===== src/rtl/spike_aer_encoder_pkg.sv =====
// Shared neuromorphic types: AER event word layout and a popcount helper
// also used by the neuron array's monitor logic.
package neuro_pkg;

    localparam int N_NEURONS      = 8;
    localparam int ADDR_W         = $clog2(N_NEURONS);
    localparam int TS_W           = 8;
    localparam int FIFO_DEPTH_DEF = 8;

    typedef struct packed {
        logic [TS_W-1:0]   ts;
        logic [ADDR_W-1:0] addr;
    } aer_evt_t;

    function automatic logic [ADDR_W:0] popcount(input logic [N_NEURONS-1:0] v);
        logic [ADDR_W:0] n;
        n = '0;
        for (int i = 0; i < N_NEURONS; i++) begin
            n = n + (ADDR_W + 1)'(v[i]);
        end
        return n;
    endfunction

endpackage


===== src/rtl/spike_aer_encoder_if.sv =====
// Address-event output stream: valid/ready handshake carrying {ts, addr}.
interface spike_aer_encoder_if #(
    parameter int ADDR_W = 3,
    parameter int TS_W   = 8
) ();

    logic              evt_valid;
    logic              evt_ready;
    logic [ADDR_W-1:0] evt_addr;
    logic [TS_W-1:0]   evt_ts;

    modport master (
        output evt_valid,
        output evt_addr,
        output evt_ts,
        input  evt_ready
    );

    modport slave (
        input  evt_valid,
        input  evt_addr,
        input  evt_ts,
        output evt_ready
    );

endinterface


===== src/rtl/spike_aer_encoder_fifo.sv =====
// Show-ahead FIFO of AER events: the head entry is visible on rd_data
// whenever the FIFO is non-empty; a write into a full FIFO is accepted
// only when a pop happens on the same edge.
module aer_event_fifo
    import neuro_pkg::*;
#(
    parameter  int FIFO_DEPTH = FIFO_DEPTH_DEF,
    localparam int PTR_W      = $clog2(FIFO_DEPTH),
    localparam int CNT_W      = PTR_W + 1
) (
    input  logic             clk,
    input  logic             rst,
    input  logic             wr_en,
    input  aer_evt_t         wr_data,
    input  logic             rd_en,
    output aer_evt_t         rd_data,
    output logic             full,
    output logic             empty,
    output logic [CNT_W-1:0] count
);

    aer_evt_t         mem [FIFO_DEPTH];
    logic [PTR_W-1:0] wr_ptr_reg;
    logic [PTR_W-1:0] rd_ptr_reg;
    logic [CNT_W-1:0] count_reg;
    logic             wr_fire;
    logic             rd_fire;

    assign full    = (count_reg == CNT_W'(FIFO_DEPTH));
    assign empty   = (count_reg == '0);
    assign rd_fire = rd_en & ~empty;
    assign wr_fire = wr_en & (~full | rd_fire);
    assign count   = count_reg;

    // Storage is not reset; the empty gate below hides stale contents.
    always_ff @(posedge clk) begin
        if (wr_fire) begin
            mem[wr_ptr_reg] <= wr_data;
        end
    end

    always_ff @(posedge clk or posedge rst) begin
        if (rst) begin
            wr_ptr_reg <= '0;
            rd_ptr_reg <= '0;
            count_reg  <= '0;
        end else begin
            if (wr_fire) begin
                wr_ptr_reg <= wr_ptr_reg + PTR_W'(1);
            end
            if (rd_fire) begin
                rd_ptr_reg <= rd_ptr_reg + PTR_W'(1);
            end
            case ({wr_fire, rd_fire})
                2'b10:   count_reg <= count_reg + CNT_W'(1);
                2'b01:   count_reg <= count_reg - CNT_W'(1);
                default: count_reg <= count_reg;
            endcase
        end
    end

    assign rd_data = empty ? '0 : mem[rd_ptr_reg];

endmodule


===== src/rtl/spike_aer_encoder.sv =====
// Serialises per-timestep spike vectors into AER events {timestamp, address},
// lowest address first, and accounts for events lost when a new vector arrives.
module spike_aer_encoder #(
    parameter  int N_NEURONS  = neuro_pkg::N_NEURONS,
    parameter  int ADDR_W     = neuro_pkg::ADDR_W,
    parameter  int TS_W       = neuro_pkg::TS_W,
    parameter  int FIFO_DEPTH = neuro_pkg::FIFO_DEPTH_DEF,
    localparam int CNT_W      = $clog2(FIFO_DEPTH) + 1
) (
    input  logic                 clk,
    input  logic                 rst,
    input  logic [N_NEURONS-1:0] spike_in,
    input  logic                 spike_strobe,
    input  logic                 tick,
    spike_aer_encoder_if.master  evt,
    output logic [CNT_W-1:0]     fifo_count,
    output logic                 busy,
    output logic                 overrun,
    output logic [7:0]           drop_count
);

    import neuro_pkg::*;

    logic [TS_W-1:0]      ts_cnt_reg;
    logic [N_NEURONS-1:0] pending_reg;
    logic [N_NEURONS-1:0] pending_next;
    logic [TS_W-1:0]      pend_ts_reg;
    logic                 overrun_reg;
    logic [7:0]           drop_count_reg;
    logic [7:0]           drop_count_next;
    logic [8:0]           drop_sum;

    logic                 fifo_full;
    logic                 fifo_empty;
    logic                 fifo_pop;
    logic                 can_write;
    aer_evt_t             fifo_wr_data;
    aer_evt_t             fifo_rd_data;

    logic [N_NEURONS-1:0] grant_onehot;
    logic [ADDR_W-1:0]    grant_idx;
    logic                 grant_valid;
    logic [N_NEURONS-1:0] leftover;
    logic [ADDR_W:0]      discarded;

    // A full FIFO still takes a grant when the head leaves on the same edge.
    assign fifo_pop    = ~fifo_empty & evt.evt_ready;
    assign can_write   = ~fifo_full | fifo_pop;
    assign grant_valid = (pending_reg != '0) & can_write;

    always_comb begin
        logic found;
        found        = 1'b0;
        grant_onehot = '0;
        grant_idx    = '0;
        for (int i = 0; i < N_NEURONS; i++) begin
            if (pending_reg[i] && !found) begin
                found           = 1'b1;
                grant_onehot[i] = 1'b1;
                grant_idx       = ADDR_W'(i);
            end
        end
    end

    generate
        for (genvar gi = 0; gi < N_NEURONS; gi++) begin : g_leftover
            assign leftover[gi] = pending_reg[gi] & ~(grant_valid & grant_onehot[gi]);
        end
    endgenerate

    // Bits still waiting when a new vector lands are lost; the granted one is not.
    assign discarded       = spike_strobe ? popcount(leftover) : '0;
    assign drop_sum        = {1'b0, drop_count_reg} + 9'(discarded);
    assign drop_count_next = drop_sum[8] ? 8'hFF : drop_sum[7:0];
    assign pending_next    = spike_strobe ? spike_in : leftover;

    assign fifo_wr_data.ts   = pend_ts_reg;
    assign fifo_wr_data.addr = grant_idx;

    always_ff @(posedge clk or posedge rst) begin
        if (rst) begin
            ts_cnt_reg     <= '0;
            pending_reg    <= '0;
            pend_ts_reg    <= '0;
            overrun_reg    <= 1'b0;
            drop_count_reg <= '0;
        end else begin
            if (tick) begin
                ts_cnt_reg <= ts_cnt_reg + TS_W'(1);
            end
            if (spike_strobe) begin
                pend_ts_reg <= ts_cnt_reg;
            end
            if (discarded != '0) begin
                overrun_reg <= 1'b1;
            end
            pending_reg    <= pending_next;
            drop_count_reg <= drop_count_next;
        end
    end

    aer_event_fifo #(
        .FIFO_DEPTH (FIFO_DEPTH)
    ) u_fifo (
        .clk     (clk),
        .rst     (rst),
        .wr_en   (grant_valid),
        .wr_data (fifo_wr_data),
        .rd_en   (evt.evt_ready),
        .rd_data (fifo_rd_data),
        .full    (fifo_full),
        .empty   (fifo_empty),
        .count   (fifo_count)
    );

    assign evt.evt_valid = ~fifo_empty;
    assign evt.evt_addr  = fifo_rd_data.addr;
    assign evt.evt_ts    = fifo_rd_data.ts;
    assign busy          = (pending_reg != '0);
    assign overrun       = overrun_reg;
    assign drop_count    = drop_count_reg;

endmodule


===== src/flat_wrapper.sv =====
// flat-port wrapper written by rule: the top's interface ports become plain ports
module spike_aer_encoder_flat import neuro_pkg::*;
#(
    parameter  int N_NEURONS  = neuro_pkg::N_NEURONS,
    parameter  int ADDR_W     = neuro_pkg::ADDR_W,
    parameter  int TS_W       = neuro_pkg::TS_W,
    parameter  int FIFO_DEPTH = neuro_pkg::FIFO_DEPTH_DEF,
    localparam int CNT_W      = $clog2(FIFO_DEPTH) + 1
)
  (clk, rst, spike_in, spike_strobe, tick, fifo_count, busy, overrun, drop_count, evt_evt_valid, evt_evt_addr, evt_evt_ts, evt_evt_ready);
  spike_aer_encoder_if #(.ADDR_W(ADDR_W), .TS_W(TS_W)) evt_i ();
  input  logic clk;
  input  logic rst;
  input  logic [N_NEURONS-1:0] spike_in;
  input  logic spike_strobe;
  input  logic tick;
  output logic [CNT_W-1:0] fifo_count;
  output logic busy;
  output logic overrun;
  output logic [7:0] drop_count;
  output wire logic [$bits(evt_i.evt_valid)-1:0] evt_evt_valid;
  output wire logic [$bits(evt_i.evt_addr)-1:0] evt_evt_addr;
  output wire logic [$bits(evt_i.evt_ts)-1:0] evt_evt_ts;
  input wire logic [$bits(evt_i.evt_ready)-1:0] evt_evt_ready;
  assign evt_evt_valid = evt_i.evt_valid;
  assign evt_evt_addr = evt_i.evt_addr;
  assign evt_evt_ts = evt_i.evt_ts;
  assign evt_i.evt_ready = evt_evt_ready;
  spike_aer_encoder #(.N_NEURONS(N_NEURONS), .ADDR_W(ADDR_W), .TS_W(TS_W), .FIFO_DEPTH(FIFO_DEPTH)) u_core (.clk(clk), .rst(rst), .spike_in(spike_in), .spike_strobe(spike_strobe), .tick(tick), .evt(evt_i), .fifo_count(fifo_count), .busy(busy), .overrun(overrun), .drop_count(drop_count));
endmodule

===== config.mk =====
export PLATFORM = sky130hd
export DESIGN_NAME = spike_aer_encoder_flat
export DESIGN_NICKNAME = d
export VERILOG_FILES = /design/src/rtl/spike_aer_encoder_pkg.sv /design/src/rtl/spike_aer_encoder_if.sv /design/src/rtl/spike_aer_encoder_fifo.sv /design/src/rtl/spike_aer_encoder.sv /design/src/flat_wrapper.sv
export SDC_FILE = /design/constraint.sdc
export NUM_CORES = 1
export LEC_CHECK = 0
export BUFFER_PORTS_ARGS = -buffer_cell sky130_fd_sc_hd__buf_4
export CORE_ASPECT_RATIO = 2
export CORE_MARGIN = 5
export CORE_UTILIZATION = 41
export CTS_CLUSTER_SIZE = 10
export DETAILED_ROUTE_END_ITERATION = 6
export GPL_TIMING_DRIVEN = 0
export PLACE_DENSITY_LB_ADDON = 0.15
export SLEW_MARGIN = 0
export SYNTH_ARGS = -nofsm -noshare
export SYNTH_HDL_FRONTEND = slang
export SYNTH_SLANG_ARGS = --single-unit

===== constraint.sdc =====
create_clock -name clk -period 6.82 [get_ports clk]
set_input_delay 1.023 -clock clk [delete_from_list [all_inputs] [get_ports clk]]
set_output_delay 1.023 -clock clk [all_outputs]
set_load 0.02 [all_outputs]

== Yosys cells after proc, flatten, opt, wreduce, memory -nomap -nowiden ==
Memories as Yosys holds them, arrays and structs flattened.
Cells that the tools add are included.

* Equality and inequality tests: 3
* Mux-type cells: 28
* Add/subtract/negate cells: 13
* Reduce and logical (&&, ||, !) cells: 18
* Bitwise operators: 30

{| class="wikitable"
|+ Operators by type and width
! cell !! number
|-
| $add 4x1->4 || 6
|-
| $and 1x1->1 || 19
|-
| $mux 1 || 17
|-
| $mux 8 || 2
|-
| $mux 3 || 4
|-
| $mux 11 || 1
|-
| $not 1->1 || 10
|-
| $add 8x4->9 || 1
|-
| $add 8x1->8 const B || 1
|-
| $pmux 4 s2 || 1
|-
| $reduce_bool 8->1 || 1
|-
| $logic_and 1x1->1 || 7
|-
| $logic_not 1->1 || 7
|-
| $add 3x1->3 const B || 2
|-
| $add 4x1->4 const B || 1
|-
| $eq 4x4->1 const B || 1
|-
| $logic_not 4->1 || 1
|-
| $mux 2 || 2
|-
| $mux 4 || 1
|-
| $reduce_bool 4->1 || 1
|-
| $sub 4x1->4 const B || 1
|-
| $add 1x1->2 || 1
|-
| $eq 2x1->1 const B || 1
|-
| $eq 2x2->1 const B || 1
|-
| 2 further kinds || 2
|}

* Register bits: 43
* Output and inout bits: 26
* Memories: 1
* Input port bits: 13
* Bits in writable memories: 88
* Logic and storage cells: 101

{| class="wikitable"
|+ Memories
! name !! words !! bits a word !! rd ports !! clocked after Yosys merged registers in !! wr ports !! RTL line !! text
|-
| u_core.u_fifo.mem || 8 || 11 || 1 || 0 || 1 || spike_aer_encoder_fifo.sv:22 || <nowiki>aer_evt_t mem [FIFO_DEPTH];</nowiki>
|}

== Depth between registers and ports, before layout ==
* Depth after elaboration: 29
* Mapped depth: 17
* Mapped depth without buffers: 17

== Cells and area by module ==
From an unflattened synthesis, not the netlist that was laid out.

* Cell total of the unflattened synthesis: 367
* Area total of the unflattened synthesis: 5745.5 sq um

{| class="wikitable"
|+ Modules (own cells, without submodules)
! module !! cells each !! area each (sq um) !! sequential area each (sq um) !! instances
|-
| aer_event_fifo || 210 || 4001.3 || 2892.8 || 1
|-
| spike_aer_encoder || 157 || 1744.2 || 825.8 || 1
|}

== Least setup slack after synthesis ==
No wires, ideal clock.

* Path type: input to register
* From: in evt_evt_ready
* To: reg u_core.drop_count_reg[5] (netlist: u_core.drop_count[5])
* Setup time: 0.130 ns
* Path buffers: 0
* Cell stages on the path: 15
* Arrival time: 4.882 ns
* Required time: 6.690 ns
* Path slack: 1.808 ns
* Cells stage by stage: nand2b_1 > nor2_1 > and2_1 > ha_1 > inv_1 > fa_1 > fa_1 > fa_1 > fa_1 > nor2b_1 > fa_1 > a211oi_1 > nor2_1 > a311oi_1 > a211oi_1

* Cells in the longest elaborated chain, start to end: 16
* Elaborated cells on any way between the ends: 37
* Those cells by class: add/sub (8); mux (2); bitwise (27)

{| class="wikitable"
|+ Ends and longest elaborated chain
! what !! RTL line !! text
|-
| start, declared || flat_wrapper.sv:24 || <nowiki>input wire logic [$bits(evt_i.evt_ready)-1:0] evt_evt_ready;</nowiki>
|-
| $and 1x1->1 * || spike_aer_encoder.sv:47 || <nowiki>assign fifo_pop = ~fifo_empty & evt.evt_ready;</nowiki>
|-
| $or 1x1->1 * || spike_aer_encoder.sv:48 || <nowiki>assign can_write = ~fifo_full | fifo_pop;</nowiki>
|-
| $and 1x1->1 * || spike_aer_encoder.sv:49 || <nowiki>assign grant_valid = (pending_reg != '0) & can_write;</nowiki>
|-
| $and 1x1->1 || spike_aer_encoder.sv:67 || <nowiki>assign leftover[gi] = pending_reg[gi] & ~(grant_valid & grant_onehot[gi]);</nowiki>
|-
| $not 1->1 || spike_aer_encoder.sv:67 ||
|-
| $and 1x1->1 || spike_aer_encoder.sv:67 ||
|-
| $add 1x1->2 || spike_aer_encoder_pkg.sv:19 || <nowiki>n = n + (ADDR_W + 1)'(v[i]);</nowiki>
|-
| $add 4x1->4 (5 in series) || spike_aer_encoder_pkg.sv:19 ||
|-
| $add 4x1->4 * || spike_aer_encoder_pkg.sv:19 ||
|-
| $mux 4 * || spike_aer_encoder.sv:72 || <nowiki>assign discarded = spike_strobe ? popcount(leftover) : '0;</nowiki>
|-
| $add 8x4->9 * || spike_aer_encoder.sv:73 || <nowiki>assign drop_sum = {1'b0, drop_count_reg} + 9'(discarded);</nowiki>
|-
| $mux 8 * || spike_aer_encoder.sv:74 || <nowiki>assign drop_count_next = drop_sum[8] ? 8'hFF : drop_sum[7:0];</nowiki>
|-
| net u_core.drop_count_next[5] || spike_aer_encoder.sv:30 || <nowiki>logic [7:0] drop_count_next;</nowiki>
|-
| end signal, assigned || spike_aer_encoder.sv:98 || <nowiki>drop_count_reg <= drop_count_next;</nowiki>
|-
| end, declared || spike_aer_encoder.sv:29 || <nowiki>logic [7:0] drop_count_reg;</nowiki>
|}

The timed path passes the listed nets; every way through them passes the cells marked *.
A chain may end at the register's enable or synchronous reset.

== Worst setup path in the final report ==
Same ends and word-level chain as after synthesis.

==> results.md <==
| Result | Value |
|---|---|
| Post-detail-place hpwl | 7760 um |
| Count of yosys warnings during synthesis | 0 |
| Startpoint types | primary input |
| Post-synth EDFFs | 88 |
| Routed vias | 3,064 |
| Worst endpoint required time | 7.10 ns |
| N_diodes | 0 |
| GRT overflow | 0 |
| Largest reg by FF count | u_core.u_fifo.mem |
| Startpoint of the lowest-slack register-to-register path | u_core.u_fifo.count[0] |
| Fin Clk Skew | 0.00848 ns |
| Syn avg cell area | 16.2 um^2 |
| Critical Path End | u_core.drop_count[5] |
| Path category of the worst min-delay check | in2async |
| Placeable Area | 13,400 um^2 |
| Prevailing post-synth register cell | edfxtp_1 |
| Min cycle time layout | 5.25 ns |
| Maximum number of pins on one net before global-route repair | 42 |
| Most frequent standard cell in the layout excluding fill and tap cells | edfxtp_1 |
| Synth Instances | 347 |
| Final Instance Count excl. Fillers | 578 |
| Worst flop-to-flop path endpoint | u_core.drop_count[5] |
| Initial core utilization | 0.418 |
| Endpoint kind of the worst setup timing path | flip-flop |
| Post-layout nets | 442 |
| Max-slew violation total from the final report | 0 |
| Most frequent cells in the layout | 88 x edfxtp_1, 43 x dfrtp_1, 39 x buf_4 |
| Post-CTS setup buffer count | 0 |
| Starting DRC count in detailed routing | 154 |
| Pwr Density | 496 nW/um^2 |
| Fraction of layout cells with a size suffix above 1 | 0.303 |
| Placement Rows | 60 |
| Worst Max-Slew Pin Slew | 1.24 ns |
| Unrepaired setup endpoints after global routing | no |
| Worst Reg2Reg Path Length in Cells | 15 |
| GP Congestion | 0.778 |
| Arrival @ worst endpoint | 5.53 ns |
| First-pass iteration count of the detailed router | 4 |
| Setup crit start | evt_evt_ready |
| Sequential element share of the synthesized area | 0.662 |
| Die Footprint | 16,300 um^2 |
| Post-synthesis sequential element count | 131 |
| Maximum clock rate | 0.191 GHz |
| WHS | 0.473 ns |
| Height of the die | 175 um |
| Final ANT Viol Nets | 0 |
| Number of ports placed on the die boundary | 39 |
| Reported max-cap violation count | 0 |
| CTS Hold Buffers Added | 0 |
| Vias in the first global route | 3,264 |
| Die Width | 92.7 um |
| Maximum buffer depth of the clock tree | 2 |
| Dpl cells | 546 |
| Clock transition at the registers of the reported paths | 0.06 ns |
| Setup slack of the worst register-to-register path | 1.63 ns |
| Via-to-Cell Ratio | 5.30 |
| Total number of clock tree sinks | 131 |
| TritonCTS buffer count | 17 |
| Synthesized cell area | 5610 um^2 |
| Result of the run | finished clean |
| Root Driver | clkbuf_16 |
| First-pass GRT wire length | 17,800 um |
| Clock latency on the worst-skew pair | 0.41 ns |
| Crit-path max FO | 4 |
| Classification of the worst setup path | in2reg |
| Area delta synth->final | 20.8% |
| Count of endpoints failing setup in the final report | 0 |
| Net count after synthesis | 379 |
| Number of H-tree levels | 4 |
| Initial antenna violation count | 0 |
| Total length of routed wires | 10,800 um |
| WL/cell | 18.6 um |
| Quantity of I/O buffers inserted on ports | 37 |
| Clock tree from TritonCTS | done |
| Relative slew slack | 0.172 |
| Overall Global Routing Usage | 0.146 |
| Static Leak | 2.61 nW |
| Remaining routing DRC violations | 0 |
| Final period utilization | 0.769 |
| Setup TNS | 0 ns |
| # resized after CTS | 0 |
| Endpoints failing hold | 0 |
| Async set-or-reset flop fraction in the synthesized netlist | 0.328 |
| Netlist cell types | 45 |
| Flip-flop count of the largest register, all copies and words added | 88 |
| Peak supply drop | 248 uV |
-- power by group --
group | internal, mW | leakage (nW) | switching [mW]
Combinational | 0.540 | 0.985 | 0.594
Clock | 0.519 | 0.288 | 0.367
Sequential | 1.17 | 1.34 | 0.171
Total | 2.23 | 2.61 | 1.13
-- through the flow --
step / setup WS, ns / area, um^2 / util / power [mW]
6_report: 1.57 / 6780 / 0.505 / 3.36
5_1_grt: 1.29 / 6780 / 0.505 / 3.57
4_1_cts: 1.62 / 6780 / 0.505 / 3.43
3_5_place_dp: 1.17 / 6190 / 0.461 / 2.53
3_3_place_gp: 1.26 / 6090 / 0.453 / 2.46
2_1_floorplan: 1.81 / 5610 / - / 2.08
-- kinds of logic after synthesis --
kind of cell,synth area share
and+or+nand+nor,0.0680
adders and majority gates,0.0504
muxes,0.118
DFF,0.662
buffers and inverters,0.0218
AOI/OAI and AO/OA,0.0544
xor gates and xnor gates,0.0250
-- metal layers --
layer,GRT usage,part of all wire,vias up
met1,0.173,0.40,1535
met4,0.0606,0.020,0
li1,-,-,1460
met5,0,0,-
met2,0.254,0.55,56
met3,0.0356,0.029,13
-- area by class of cell --
| class | count | area (um^2) |
|---|---|---|
| multi-input combinational | 190 | 1800 |
| clock inverter | 15 | 163 |
| timing repair buffer | 44 | 358 |
| fill | 1153 | 6660 |
| sequential | 131 | 3720 |
| buffer | 12 | 70.1 |
| clock buffer | 17 | 425 |
| tap | 155 | 194 |
| inverter | 14 | 52.6 |
-- synth_stat cells, types with 6 or more instances --
cell type | count | area share
a21oi_1 | 7 | 0.0062
a22o_1 | 11 | 0.017
clkbuf_1 | 7 | 0.0047
dfrtp_1 | 43 | 0.19
edfxtp_1 | 88 | 0.47
fa_1 | 6 | 0.021
ha_1 | 13 | 0.029
inv_1 | 14 | 0.0094
mux2_2 | 14 | 0.028
mux4_2 | 22 | 0.088
nand2_1 | 20 | 0.013
nand3_1 | 7 | 0.0062
nor2_1 | 14 | 0.0094
nor3_1 | 10 | 0.0089
o21ai_0 | 8 | 0.0071
xnor2_1 | 10 | 0.016
xor2_1 | 6 | 0.0094
-- how the worst min path moves through the flow --
stage / startpoint / to / slack, ns
2_1_floorplan: u_core.ts_cnt_reg[7] / u_core.ts_cnt_reg[7] / 0.44
3_3_place_gp: u_core.ts_cnt_reg[7] / u_core.ts_cnt_reg[7] / 0.46
3_5_place_dp: u_core.ts_cnt_reg[7] / u_core.ts_cnt_reg[7] / 0.46
4_1_cts: rst / u_core.drop_count[6] / 0.45
5_1_grt: rst / u_core.drop_count[7] / 0.47
6_report: rst / u_core.drop_count[6] / 0.47
-- critical path, stage by stage --
cell	delay [ns]
buf_4	0.12
nand2b_1	0.19
nor2_1	0.26
and2_1	0.21
ha_1	0.23
inv_1	0.08
fa_1	0.42
fa_1	0.53
fa_1	0.47
fa_1	0.50
nor2b_1	0.09
fa_1	0.45
a211oi_1	0.41
nor2_1	0.16
a311oi_1	0.31
a211oi_1	0.08
No activity file was read; power rests on OpenSTA's default activity.
